**config.mk**
```make
export PLATFORM = sky130hd
export DESIGN_NAME = rr_mux_sel
export DESIGN_NICKNAME = d
export VERILOG_FILES = /design/src/rtl/rr_mux_sel.sv
export SDC_FILE = /design/constraint.sdc
export NUM_CORES = 1
export LEC_CHECK = 0
export CELL_PAD_IN_SITES_DETAIL_PLACEMENT = 0
export CELL_PAD_IN_SITES_GLOBAL_PLACEMENT = 1
export CORE_ASPECT_RATIO = 2
export CORE_MARGIN = 2
export CORE_UTILIZATION = 35
export DETAILED_ROUTE_END_ITERATION = 8
export GPL_TIMING_DRIVEN = 0
export MAX_ROUTING_LAYER = met4
export PLACE_DENSITY_LB_ADDON = 0.1
export REMOVE_ABC_BUFFERS = 1
export SLEW_MARGIN = 20
export SYNTH_ARGS = -nofsm -noshare
export SYNTH_HDL_FRONTEND = slang
export SYNTH_SLANG_ARGS = --single-unit
export TNS_END_PERCENT = 50
```
**constraint.sdc**
```tcl
create_clock -name clk -period 3.7 [get_ports clk]
set_input_delay 0.37 -clock clk [delete_from_list [all_inputs] [get_ports clk]]
set_output_delay 0.37 -clock clk [all_outputs]
set_load 0.05 [all_outputs]
```
**src/rtl/rr_mux_sel.sv**
```systemverilog
//==============================================================================
// Module   : rr_mux_sel
// Purpose  : Registered N:1 channel multiplexer with round-robin arbitration,
//            an encoded select output and a one-slot valid/ready output stage.
//            Define RRMUX_FIXED_PRIO_EN to build a fixed lowest-index-first
//            priority arbiter in place of the round-robin arbiter.
// Revision : 1.0 - initial release
//==============================================================================
`default_nettype none

module rr_mux_sel #(
    parameter int N  = 8,
    parameter int W  = 1,
    parameter int SW = $clog2(N)
) (
    input  logic            clk,
    input  logic            rst,
    input  logic [N-1:0]    req,
    input  logic [N*W-1:0]  d,
    output logic [N-1:0]    ack,
    input  logic            out_ready,
    output logic            out_valid,
    output logic [W-1:0]    Y,
    output logic [SW-1:0]   sel
);

    logic            valid_q, valid_d;
    logic [W-1:0]    y_q, y_d;
    logic [SW-1:0]   sel_q, sel_d;
    logic [SW-1:0]   ptr_q, ptr_d;

    logic            load;
    logic            found;
    logic [SW-1:0]   grant_idx;
    logic [N-1:0]    ack_w;

    // The slot may take a new word when empty or when it is being popped.
    assign load = !valid_q || out_ready;

`ifdef RRMUX_FIXED_PRIO_EN
    always_comb begin
        found     = 1'b0;
        grant_idx = '0;
        for (int k = 0; k < N; k++) begin
            if (!found && req[k]) begin
                found     = 1'b1;
                grant_idx = SW'(k);
            end
        end
    end

    assign ptr_d = '0;
`else
    // Search starts at ptr and wraps at N, so non-power-of-two N never
    // visits a nonexistent channel.
    always_comb begin
        int           idx;
        logic [SW-1:0] idx_sw;
        found     = 1'b0;
        grant_idx = '0;
        idx       = 0;
        idx_sw    = '0;
        for (int k = 0; k < N; k++) begin
            idx = int'(ptr_q) + k;
            if (idx >= N) begin
                idx = idx - N;
            end
            idx_sw = SW'(idx);
            if (!found && req[idx_sw]) begin
                found     = 1'b1;
                grant_idx = idx_sw;
            end
        end
    end

    always_comb begin
        ptr_d = ptr_q;
        if (load && found) begin
            if (grant_idx == SW'(N - 1)) begin
                ptr_d = '0;
            end else begin
                ptr_d = grant_idx + SW'(1);
            end
        end
    end
`endif

    always_comb begin
        ack_w = '0;
        if (load && found) begin
            ack_w[grant_idx] = 1'b1;
        end
    end

    assign ack = rst ? '0 : ack_w;

    always_comb begin
        valid_d = valid_q;
        y_d     = y_q;
        sel_d   = sel_q;
        if (load) begin
            valid_d = found;
            if (found) begin
                y_d   = d[int'(grant_idx)*W +: W];
                sel_d = grant_idx;
            end
        end
    end

    always_ff @(posedge clk or posedge rst) begin
        if (rst) begin
            valid_q <= 1'b0;
            y_q     <= '0;
            sel_q   <= '0;
            ptr_q   <= '0;
        end else begin
            valid_q <= valid_d;
            y_q     <= y_d;
            sel_q   <= sel_d;
            ptr_q   <= ptr_d;
        end
    end

    assign out_valid = valid_q;
    assign Y         = y_q;
    assign sel       = sel_q;

endmodule

`default_nettype wire

```
**Word level (Yosys, flattened, before mapping)**

Cells that the tools add are included.

- Bits in registers: 8
- Output and inout bits: 13
- Word-level logic and storage cells: 104

- Add/subtract/negate cells: 16
- Magnitude comparators: 18
- Eq/ne operators: 1
- Shift operators: 1
- Muxes and demuxes: 45
- Reductions and logical operators: 19

Operators with widths:

| kind | count |
|---|---|
| $mux W3 | 17 |
| $lt A3 B4 Y1 const B | 9 |
| $ge A4 B4 Y1 const B | 7 |
| $bmux W1 S3 | 8 |
| $sub A3 B1 Y3 const B | 8 |
| $mux W1 | 17 |
| $add A3 B3 Y4 const B | 4 |
| $mux W8 | 2 |
| $logic_and A1 B1 Y1 | 9 |
| $add A3 B2 Y4 const B | 2 |
| $logic_not A1 Y1 | 8 |
| $shiftx A8 B4 Y1 | 1 |
| $add A3 B1 Y4 const B | 1 |
| $ge A3 B4 Y1 const B | 1 |
| $add A3 B1 Y3 const B | 1 |
| $demux W1 S3 | 1 |
| $eq A3 B3 Y1 const B | 1 |
| $ge A3 B1 Y1 const B | 1 |
| $reduce_and A2 Y1 | 1 |
| $logic_or A1 B1 Y1 | 1 |

**Logic depth before layout (Yosys ltp)**

Gate-level depths: netlist (run 1).

- Depth in word-level cells: 32
- Gate-level depth with buffers: 15

**Least setup slack after synthesis (run 1)**

Ideal clock, no wire load.

- Kind: reg2out
- Start: register ptr_q[1]
- End: output ack[0]
- Data arrival time: 4,139 ps
- Data required time: 3,330 ps
- Setup slack: -809 ps
- Cell stages (with the launch flop): 14
- Path buffers: 3
- Cell sequence: dfrtp_1 > buf_2 > clkbuf_1 > inv_1 > ha_1 > buf_2 > mux2_2 > mux2_2 > o221ai_1 > o21ai_0 > a211oi_1 > a311oi_2 > or3_1 > nor2_1

- Cells in the longest elaborated chain, start to end: 32

Ends and longest elaborated chain:

| item | line | source |
|---|---|---|
| start, declared | 30 | `logic [SW-1:0] ptr_q, ptr_d;` |
| start signal, assigned | 120 | `ptr_q <= ptr_d;` |
| parallel branches: the longest is 30 deep, another holds $add A3 B1 Y4 | - |  |
| $mux W8 * | 90 | `if (load && found) begin` |
| $mux W8 * | 95 | `assign ack = rst ? '0 : ack_w;` |
| end, declared | 20 | `output logic [N-1:0] ack,` |

Every way passes the cells marked *. The select of a mux whose other input is x is not followed.

**Worst setup path after layout (run 1)**

- Start: register ptr_q[0]
- End: output ack[1]

The elaborated chain is that of the path after synthesis.

==> results.md, run 1 <==
* Outcome: finished with violations
* Violated checks: negative setup slack
* Hold Crit Class: in2async
* Fillers at approximately 420
* Most common cell in the netlist: nand2_1
* Largest family of logic cells by synthesized area: multiplexers
* Crit-path slowest cell: mux4_2
* CTS tree: yes
* GRT Resource Usage Total at 0.215
* Worst path max stage delay at 0.53 ns
* Worst Path Arrival at ~3.4 ns
* Fraction of layout cells with a size suffix above 1 at 0.366
* Clock Path Buffers at 2
* Top-area cell type share of the netlist area at 0.169
* Largest net degree at the start of global routing at 22
* Unrepaired setup endpoints after global routing: true
* GPL Wtd Cong at approximately 0.9
* DR WL/cell at around 18 um
* H-tree depth at 1
* Row count at 33
* Hold Fails Final Rpt at 0
* Post-Synth Simple-Gate Area at 0.213
* Clk_skew at approximately 0.0012 ns
* CP startpoint kind: flop
* Yosys warns at 0
* Mean post-synth cell area at 9.04 sq um
* Post-Synthesis Cells at around 160
* Skew-Pair Late Insertion Delay at around 0.22 ns
* CTS clk-pin slew, worst paths at roughly 0.04 ns
* Crit share post-route at 1.01
* Input/output buffers at 31
* Area leader, netlist: mux4_2
* Horiz. Die Dim at roughly 50 um
* Root buf cell: clkbuf_8
* Adder-Cell Fraction of Synth Area at 0.0256
* Antenna violations before repair at 0
* Detailed-route vias per instance at ~5.9
* Fraction of the mapped netlist area in compound gates at 0.179
* Fin util at 0.514
* Ant. Diodes at 0
* First-pass GRT wire length at around 7.6 mm
* Initial core utilization at 0.362
* Final Net Count at 226
* Slew @ Worst Pin at between 0.5 and 0.6 ns
* Synth Area in XOR/XNOR at 0.0350
* Slew Limit Fails at 0
* Number of iterations in the first detailed-routing pass at 4
* Detail Route Antenna Nets at 0
* Post-Route WL at 4.58 mm
* Sequential-to-total area share from yosys stat at 0.137
* Vias in the first global route at 1597
* Remaining Overflow, GRT at 0
* Mux share of post-synthesis cell area at 0.357
* Peak Freq at approximately 270 MHz
* Relative slew slack at 0.609
* Max FO, Critical Path at 6
* Yosys reg bits at 8
* Vias at roughly 1500
* Post-DP HPWL at roughly 3.3 mm
* CP Data Required Time at between 3 and 4 ns
* # Max-Cap Violations at 0
* Die height at approximately 96 um
* Tmin final at ~3.7 ns
* Io pins at 32
* Top_reg_cell synth: dfrtp_1
* # DRC at 0
* Die Area at 4750 sq um
* Number of synthesized flops with an enable pin at 0
* Clk sink count at 8
* Synthesized cell area at between 1000 and 1500 sq um
* Crit-path cells: inv_8 -> ha_4 -> mux4_2 -> nor2b_4 -> a311o_1 -> and2_1 -> a211o_1 -> a22o_1 -> a21oi_4 -> nand2_1 -> nor2_1 -> buf_6
* Crit Path Class: reg2out
* Synth unique cells at around 50
* Top cells by count, synth: 18 x nand2_1, 13 x nor2_1, 11 x mux4_2
* Largest cells by area after synthesis: mux4_2 17%, dfrtp_1 14%, mux2_2 7.7%
* Core ar. at approximately 4000 sq um
* Fraction of registers with async set/reset at 1.00
* CTS buffer count at 3
* Area growth, synth to finish at 41.9%
* CP Capture Type: output pin
* Detailed Route Iter0 Violations at 47
* Setup violators final at 7
* Slack of the critical path at -0.0446 ns
==> critical path: cells and delay by family (launching register included) <==
kind / cells / cell delay [ns]
flip-flops: 1 / 0.47
adder cells (fa/ha/maj): 1 / 0.30
multiplexers: 1 / 0.53
AO/OA/AOI/OAI: 4 / 1.03
AND/OR/NAND/NOR: 4 / 0.58
buffers and inverters: 2 / 0.22
==> layer usage <==
| layer | routed length, um | GRT usage |
|---|---|---|
| met1 | 1570 | 0.201 |
| met3 | 168 | 0.0188 |
| met4 | 126 | 0.0995 |
| met2 | 2710 | 0.427 |
| met5 | 0 | - |
==> flip-flops by register name, summed over array words and instances (netlist names) <==
name / cells
Y: 1
out_valid: 1
sel: 3
ptr_q: 3
==> logic make-up (layout without fill, tap and decap cells) <==
family,count (synthesis),in the layout
compound gates,36,36
xor+xnor,5,5
buf+inv,15,55
fa+ha+maj,3,3
mux,32,32
simple gates,63,63
flops,8,8
==> what timing repair did <==
action                     in CTS  in global routing
setup endpoints to repair      16                  9
resized for setup              80                  3
hold buffers                    0                  0
setup buffers                  16                  0
pin swaps                       7                  1
==> path summary, 6_finish.rpt <==
check	from	to	slack, ns	depth (start not counted)
max in group asynchronous	rst	ptr_q[1]	2.98	2
min in group clk	sel[1]	sel[1]	0.48	2
max reg2reg	ptr_q[0]	Y	0.10	12
min	rst	sel[1]	0.44	2
max	ptr_q[0]	ack[1]	-0.04	12
min reg2reg	sel[1]	sel[1]	0.48	2
==> stage by stage <==
stage,area [sq um],std cells,setup TNS [ns],setup WS (ns),hold slack (ns)
after detailed placement,1780,235,-22.05,-1.90,0.481
after CTS,2070,254,-0.301,-0.0599,0.436
after global routing,2080,254,-1.41,-0.186,0.502
after global placement,1780,235,-21.70,-1.88,0.472
after floorplan,1410,152,-7.38,-0.800,0.194
final,2080,254,-0.118,-0.0446,0.435
==> cells in the final DEF (no fill, tap or decap), drive strengths merged, types with 8 or more instances in the layout <==
master	count
mux2	10
buf	24
nand2	18
mux2i	8
dfrtp	8
clkdlybuf4s50	23
nor2	13
o21ai	8
mux4	14
nand2b	8
==> layout make-up <==
type	instances	area, sq um	share of cell area
Clock buffer	3	41.3	0.0199
Inverter	5	28.8	0.0138
Multi-Input combinational cell	139	1310	0.630
Sequential cell	8	209	0.100
Tap cell	52	65.1	0.0313
Timing Repair Buffer	47	425	0.205
Power of run 1 is left out: the tool's default activity adds up to more than one toggle a clock period on the data nets, which glitch-free logic cannot reach.
==> run 2: changes to the inputs <==
Settings changed: CELL_PAD_IN_SITES_DETAIL_PLACEMENT 0 to default, CELL_PAD_IN_SITES_GLOBAL_PLACEMENT 1 to default, CORE_UTILIZATION 35 to 46, PLACE_DENSITY from default to 0.77, PLACE_DENSITY_LB_ADDON 0.1 to default.
==> run 2 against run 1 <==
Net effect: the run still ends with negative setup slack left; non-clock buffer count increased by 13; first-iteration DRC count grew 17%; routed wire length rose by 8.8%; clock-buffer cell count is the same; setup slack got worse by 0.066 ns; worst hold slack worse by 0.0092 ns; clock skew is 0.0021 ns higher; global-route usage rose by 6.5 points; critical endpoint is now ack[2]; highest routed layer unchanged.
==> results.md, run 2 (synthesized netlist as in run 1, its figures left out) <==
* # Max-Cap Violations at 0 (unchanged)
* Ant. Diodes at 0 (unchanged)
* Slack of the critical path at -0.110 ns (was -0.0446 ns)
* Skew-Pair Late Insertion Delay at 0.23 ns (was 0.22 ns)
* Io pins at 32 (unchanged)
* Outcome: finished with violations (unchanged)
* Unrepaired setup endpoints after global routing: true (unchanged)
* Hold Fails Final Rpt at 0 (unchanged)
* Post-DP HPWL at 2.97 mm (was 3.30 mm)
* Row count at 29 (was 33)
* Vias at 1619 (was 1509)
* Detailed Route Iter0 Violations at 55 (was 47)
* Peak Freq at 262 MHz (was 267 MHz)
* Slew Limit Fails at 0 (unchanged)
* Final Net Count at 239 (was 226)
* Detailed-route vias per instance at 6.58 (was 5.94)
* CTS clk-pin slew, worst paths at 0.04 ns (about the same)
* Number of iterations in the first detailed-routing pass at 4 (unchanged)
* GRT Resource Usage Total at 0.280 (was 0.215)
* CTS buffer count at 3 (unchanged)
* # DRC at 0 (unchanged)
* Detail Route Antenna Nets at 0 (unchanged)
* Initial core utilization at 0.470 (was 0.362)
* DR WL/cell at 20.2 um (was 18.0 um)
* Max FO, Critical Path at 5 (was 6)
* Die height at 83.8 um (was 95.5 um)
* Setup violators final at 9 (was 7)
* Fraction of layout cells with a size suffix above 1 at 0.442 (was 0.366)
* Worst Path Arrival at 3.44 ns (was 3.37 ns)
* CP startpoint kind: flop (unchanged)
* Die Area at 3680 sq um (was 4750 sq um)
* Clock Path Buffers at 2 (unchanged)
* Violated checks: negative setup slack (unchanged)
* First-pass GRT wire length at 7.69 mm (was 7.62 mm)
* Crit path launch: ptr_q[0] (unchanged)
* Fin util at 0.719 (was 0.514)
* Core ar. at 3120 sq um (was 4050 sq um)
* CTS Hold Buffers Added at 0 (unchanged)
* Remaining Overflow, GRT at 0 (unchanged)
* H-tree depth at 1 (unchanged)
* Area growth, synth to finish at 53.1% (was 41.9%)
* Hold Crit Class: in2async (unchanged)
* TNS Setup at -0.726 ns (was -0.118 ns)
* Clk sink count at 8 (unchanged)
* GPL Wtd Cong at 0.942 (was 0.900)
* Most common cell after layout, fill and taps aside: buf_4 (was clkdlybuf4s50_1)
* Crit Path Class: reg2out (unchanged)
* R2R Setup Slk at -0.02 ns (was 0.10 ns)
* Slew @ Worst Pin at 0.679 ns (was 0.582 ns)
* Fillers at 209 (was 419)
* Crit share post-route at 1.03 (was 1.01)
* Tmin final at 3.81 ns (was 3.74 ns)
* Post-Route WL at 4.98 mm (was 4.58 mm)
* Horiz. Die Dim at 43.9 um (was 49.8 um)
* Largest net degree at the start of global routing at 22 (unchanged)
* Most frequent cells in the layout: 30 x buf_4, 21 x clkdlybuf4s50_1, 17 x nand2_1, 11 x mux4_2, 10 x nor2_1 (was 23 x clkdlybuf4s50_1, 20 x buf_4, 17 x nand2_1, 11 x mux4_2, 11 x nor2_1)
* CP Capture Type: output pin (unchanged)
* Relative slew slack at 0.544 (was 0.609)
* Root buf cell: clkbuf_8 (unchanged)
* Antenna violations before repair at 0 (unchanged)
* Vias in the first global route at 1633 (was 1597)
* FF-to-FF Start: ptr_q[0] (unchanged)
* CP Data Required Time at 3.33 ns (about the same)
* CTS tree: yes (unchanged)
* Clk_skew at 0.00331 ns (was 0.00122 ns)
* Input/output buffers at 31 (unchanged)
run 2: changes by cell type in the layout (fill, tap and decap cells not counted), sizes merged:
cell           before  now
buf                24   37
clkdlybuf4s50      23   21
dlymetal6s2s        0    2
run 2: area by class of cell:
| type | count | area, sq um | area share |
|---|---|---|---|
| Timing Repair Buffer | 60 | 539 | 0.240 |
| Clock buffer | 3 | 41.3 | 0.0184 |
| Inverter | 5 | 33.8 | 0.0151 |
| Tap cell | 31 | 38.8 | 0.0173 |
| Multi-Input combinational cell | 139 | 1380 | 0.616 |
| Sequential cell | 8 | 209 | 0.0931 |
run 2: repair_timing:
item	in CTS	in global routing
setup buffers	20	9
setup endpoints to repair	16	9
gates resized for setup	80	24
gates cloned	0	0
pin swaps	11	12
run 2: worst paths after layout:
kind / to / cells past startpoint
max: ack[2] / 13
min: sel[0] / 2
max reg2reg: Y / 13
min reg2reg: sel[1] / 2
max in group asynchronous: ptr_q[0] / 2
min in group clk: sel[1] / 2
run 2: worst max-delay path: stages (launching register included):
cell     delay [ns]
dfrtp_4        0.47
inv_8          0.04
ha_4           0.29
mux4_2         0.55
nor2b_4        0.16
a311o_1        0.35
a21oi_4        0.25
nand2_4        0.09
buf_4          0.15
o32a_4         0.35
inv_6          0.10
nand2_1        0.07
nor2_1         0.15
buf_6          0.18
run 2: through the flow:
step	std cells	setup WS, ns	instance area [sq um]	hold WS, ns
after floorplan	152	-0.800	1410	0.194
after global placement	214	-1.69	1760	0.469
after detailed placement	214	-1.84	1760	0.474
after CTS	237	-0.0208	2070	0.425
after global routing	246	-0.245	2240	0.483
final	246	-0.110	2240	0.426
run 2: layer usage:
| layer | GRT usage | wire length, um |
|---|---|---|
| met2 | 0.489 | 2790 |
| met4 | 0.152 | 309 |
| met3 | 0.0152 | 151 |
| met5 | - | 0 |
| met1 | 0.298 | 1720 |
Power of run 2 is left out for the same reason.
==> run 3: changes to the inputs <==
Settings changed: SKIP_CTS_REPAIR_TIMING from default to 1, SLEW_MARGIN 20 to 30.
==> run 3 against run 2 <==
Net effect: the flow still finishes with violations (negative setup slack); via count fell by 2.8%; flip-flop and latch count did not move; global-route usage fell by 5.2 points; first-iteration DRC count rose by 20%; clock-buffer cell count did not move; final area fell by 4.9%; fmax fell by 2.1%; cell count fell by 2.0%; worst hold slack improved by 0.016 ns; sequential share of layout area rose by 0.47 points; critical endpoint unchanged; non-clock buffer count fell by 5; critical path depth fell by 1.
==> results.md, run 3 (synthesized netlist as in run 1, its figures left out) <==
* Outcome: finished with violations (unchanged)
* Violated checks: negative setup slack (unchanged)
* Slew Limit Fails at 0 (unchanged)
* Clk sink count at 8 (unchanged)
* CTS tree: yes (unchanged)
* Detail Route Antenna Nets at 0 (unchanged)
* Largest net degree at the start of global routing at 25 (was 22)
* Vias at 1573 (was 1619)
* GRT Resource Usage Total at 0.228 (was 0.280)
* Antenna violations before repair at 0 (unchanged)
* CP bufs+invs at 2 (was 4)
* Row count at 29 (unchanged)
* Die Area at 3680 sq um (unchanged)
* Peak Freq at 257 MHz (was 262 MHz)
* Setup violators final at 9 (unchanged)
* Post-DP HPWL at 2.97 mm (unchanged)
* Remaining Overflow, GRT at 0 (unchanged)
* CP Data Required Time at 3.33 ns (about the same)
* Die height at 83.8 um (unchanged)
* Initial core utilization at 0.470 (unchanged)
* Hold Fails Final Rpt at 0 (unchanged)
* # Max-Cap Violations at 0 (unchanged)
* # DRC at 0 (unchanged)
* Tmin final at 3.89 ns (was 3.81 ns)
* Detailed Route Iter0 Violations at 66 (was 55)
* CTS buffer count at 3 (unchanged)
* Slack of the critical path at -0.192 ns (was -0.110 ns)
* Unrepaired setup endpoints after global routing: true (unchanged)
* Skew-Pair Late Insertion Delay at 0.23 ns (about the same)
* Worst Path Arrival at 3.52 ns (was 3.44 ns)
* Ant. Diodes at 0 (unchanged)
* Most frequent cells in the layout: 25 x buf_4, 23 x clkdlybuf4s50_1, 16 x nand2_1, 11 x mux4_2 (was 30 x buf_4, 21 x clkdlybuf4s50_1, 17 x nand2_1, 11 x mux4_2, 10 x nor2_1)
* Met1 wire length at 1.62 mm (was 1.72 mm)
* CTS clk-pin slew, worst paths at 0.04 ns (about the same)
* Clock Path Buffers at 2 (unchanged)
* Root buf cell: clkbuf_8 (unchanged)
* Crit share post-route at 1.05 (was 1.03)
* Number of iterations in the first detailed-routing pass at 4 (unchanged)
* H-tree depth at 1 (unchanged)
* Vias in the first global route at 1421 (was 1633)
* Top Layer Used: met4 (unchanged)
* Post-Route WL at 4.75 mm (was 4.98 mm)
* Max FO, Critical Path at 8 (was 5)
* CP Capture Type: output pin (unchanged)
* Crit-path slowest cell: mux4_2 (unchanged)
* Crit Path Class: reg2out (unchanged)
* First-pass GRT wire length at 6.28 mm (was 7.69 mm)
* CP startpoint kind: flop (unchanged)
* Final Net Count at 234 (was 239)
* DR WL met2 at 2.80 mm (was 2.79 mm)
* GPL Wtd Cong at 0.942 (unchanged)
* TNS Setup at -1.40 ns (was -0.726 ns)
* Core ar. at 3120 sq um (unchanged)
* Most common cell after layout, fill and taps aside: buf_4 (unchanged)
* DR WL/cell at 19.7 um (was 20.2 um)
* Detailed-route vias per instance at 6.53 (was 6.58)
* Worst path max stage delay at 0.54 ns (was 0.55 ns)
* Area growth, synth to finish at 45.7% (was 53.1%)
* Crit-path cells: inv_8 -> ha_4 -> mux4_2 -> nor2b_4 -> a311o_1 -> and2_4 -> a211o_1 -> a22o_1 -> a21oi_4 -> nand2_1 -> nor2_1 -> buf_4 (was inv_8 -> ha_4 -> mux4_2 -> nor2b_4 -> a311o_1 -> a21oi_4 -> nand2_4 -> buf_4 -> o32a_4 -> inv_6 -> nand2_1 -> nor2_1 -> buf_6)
* Relative slew slack at 0.565 (was 0.544)
* Hold Crit Class: in2async (unchanged)
* Horiz. Die Dim at 43.9 um (unchanged)
* Io pins at 32 (unchanged)
* Slew @ Worst Pin at 0.648 ns (was 0.679 ns)
* Delay-heaviest family, CP: compound AO/OA/AOI/OAI gates (unchanged)
* Routed wl met3 at 195 um (was 151 um)
* Input/output buffers at 31 (unchanged)
* Fraction of layout cells with a size suffix above 1 at 0.400 (was 0.442)
* Clk_skew at 0.00130 ns (was 0.00331 ns)
## run 3: cell count changes in the layout (fill, tap and decap cells not counted), moves of 2 or more
cell / before / now
o21ai_0: 5 / 7
buf_4: 30 / 25
o21ai_1: 3 / 1
clkdlybuf4s50_1: 21 / 23
nand2_2: 0 / 2
## run 3: layout make-up
type / count / area (sq um)
multi-input combinational: 139 / 1320
sequential: 8 / 209
inverter: 5 / 28.8
timing repair buffer: 55 / 498
clock buffer: 3 / 41.3
fill: 221 / 986
tap: 31 / 38.8
## run 3: path summary, 6_finish.rpt
kind / start / end / slack [ns] / cells past startpoint
worst max-delay path: ptr_q[0] / ack[2] / -0.19 / 12
worst min-delay path: rst / sel[0] / 0.44 / 2
worst max register to register: ptr_q[0] / Y / -0.05 / 12
worst min register to register: sel[1] / sel[1] / 0.48 / 2
max in group asynchronous: rst / ptr_q[1] / 2.99 / 2
min in group clk: sel[1] / sel[1] / 0.48 / 2
## run 3: per-stage QoR
stage	hold slack [ns]	worst slack (ns)	instance area [sq um]	instances	utilization
floorplan	0.194	-0.800	1410	152	-
global placement	0.469	-1.69	1760	214	0.563
detailed placement	0.474	-1.84	1760	214	0.563
CTS	0.425	-2.09	1800	217	0.576
global route	0.496	-0.326	2130	241	0.684
finish	0.442	-0.192	2130	241	0.684
## run 3: layer usage
layer	up-vias	GRT usage
li1	722	-
met1	779	0.240
met2	60	0.389
met3	12	0.0216
met4	0	0.138
met5	-	-
Power of run 3 is left out for the same reason.
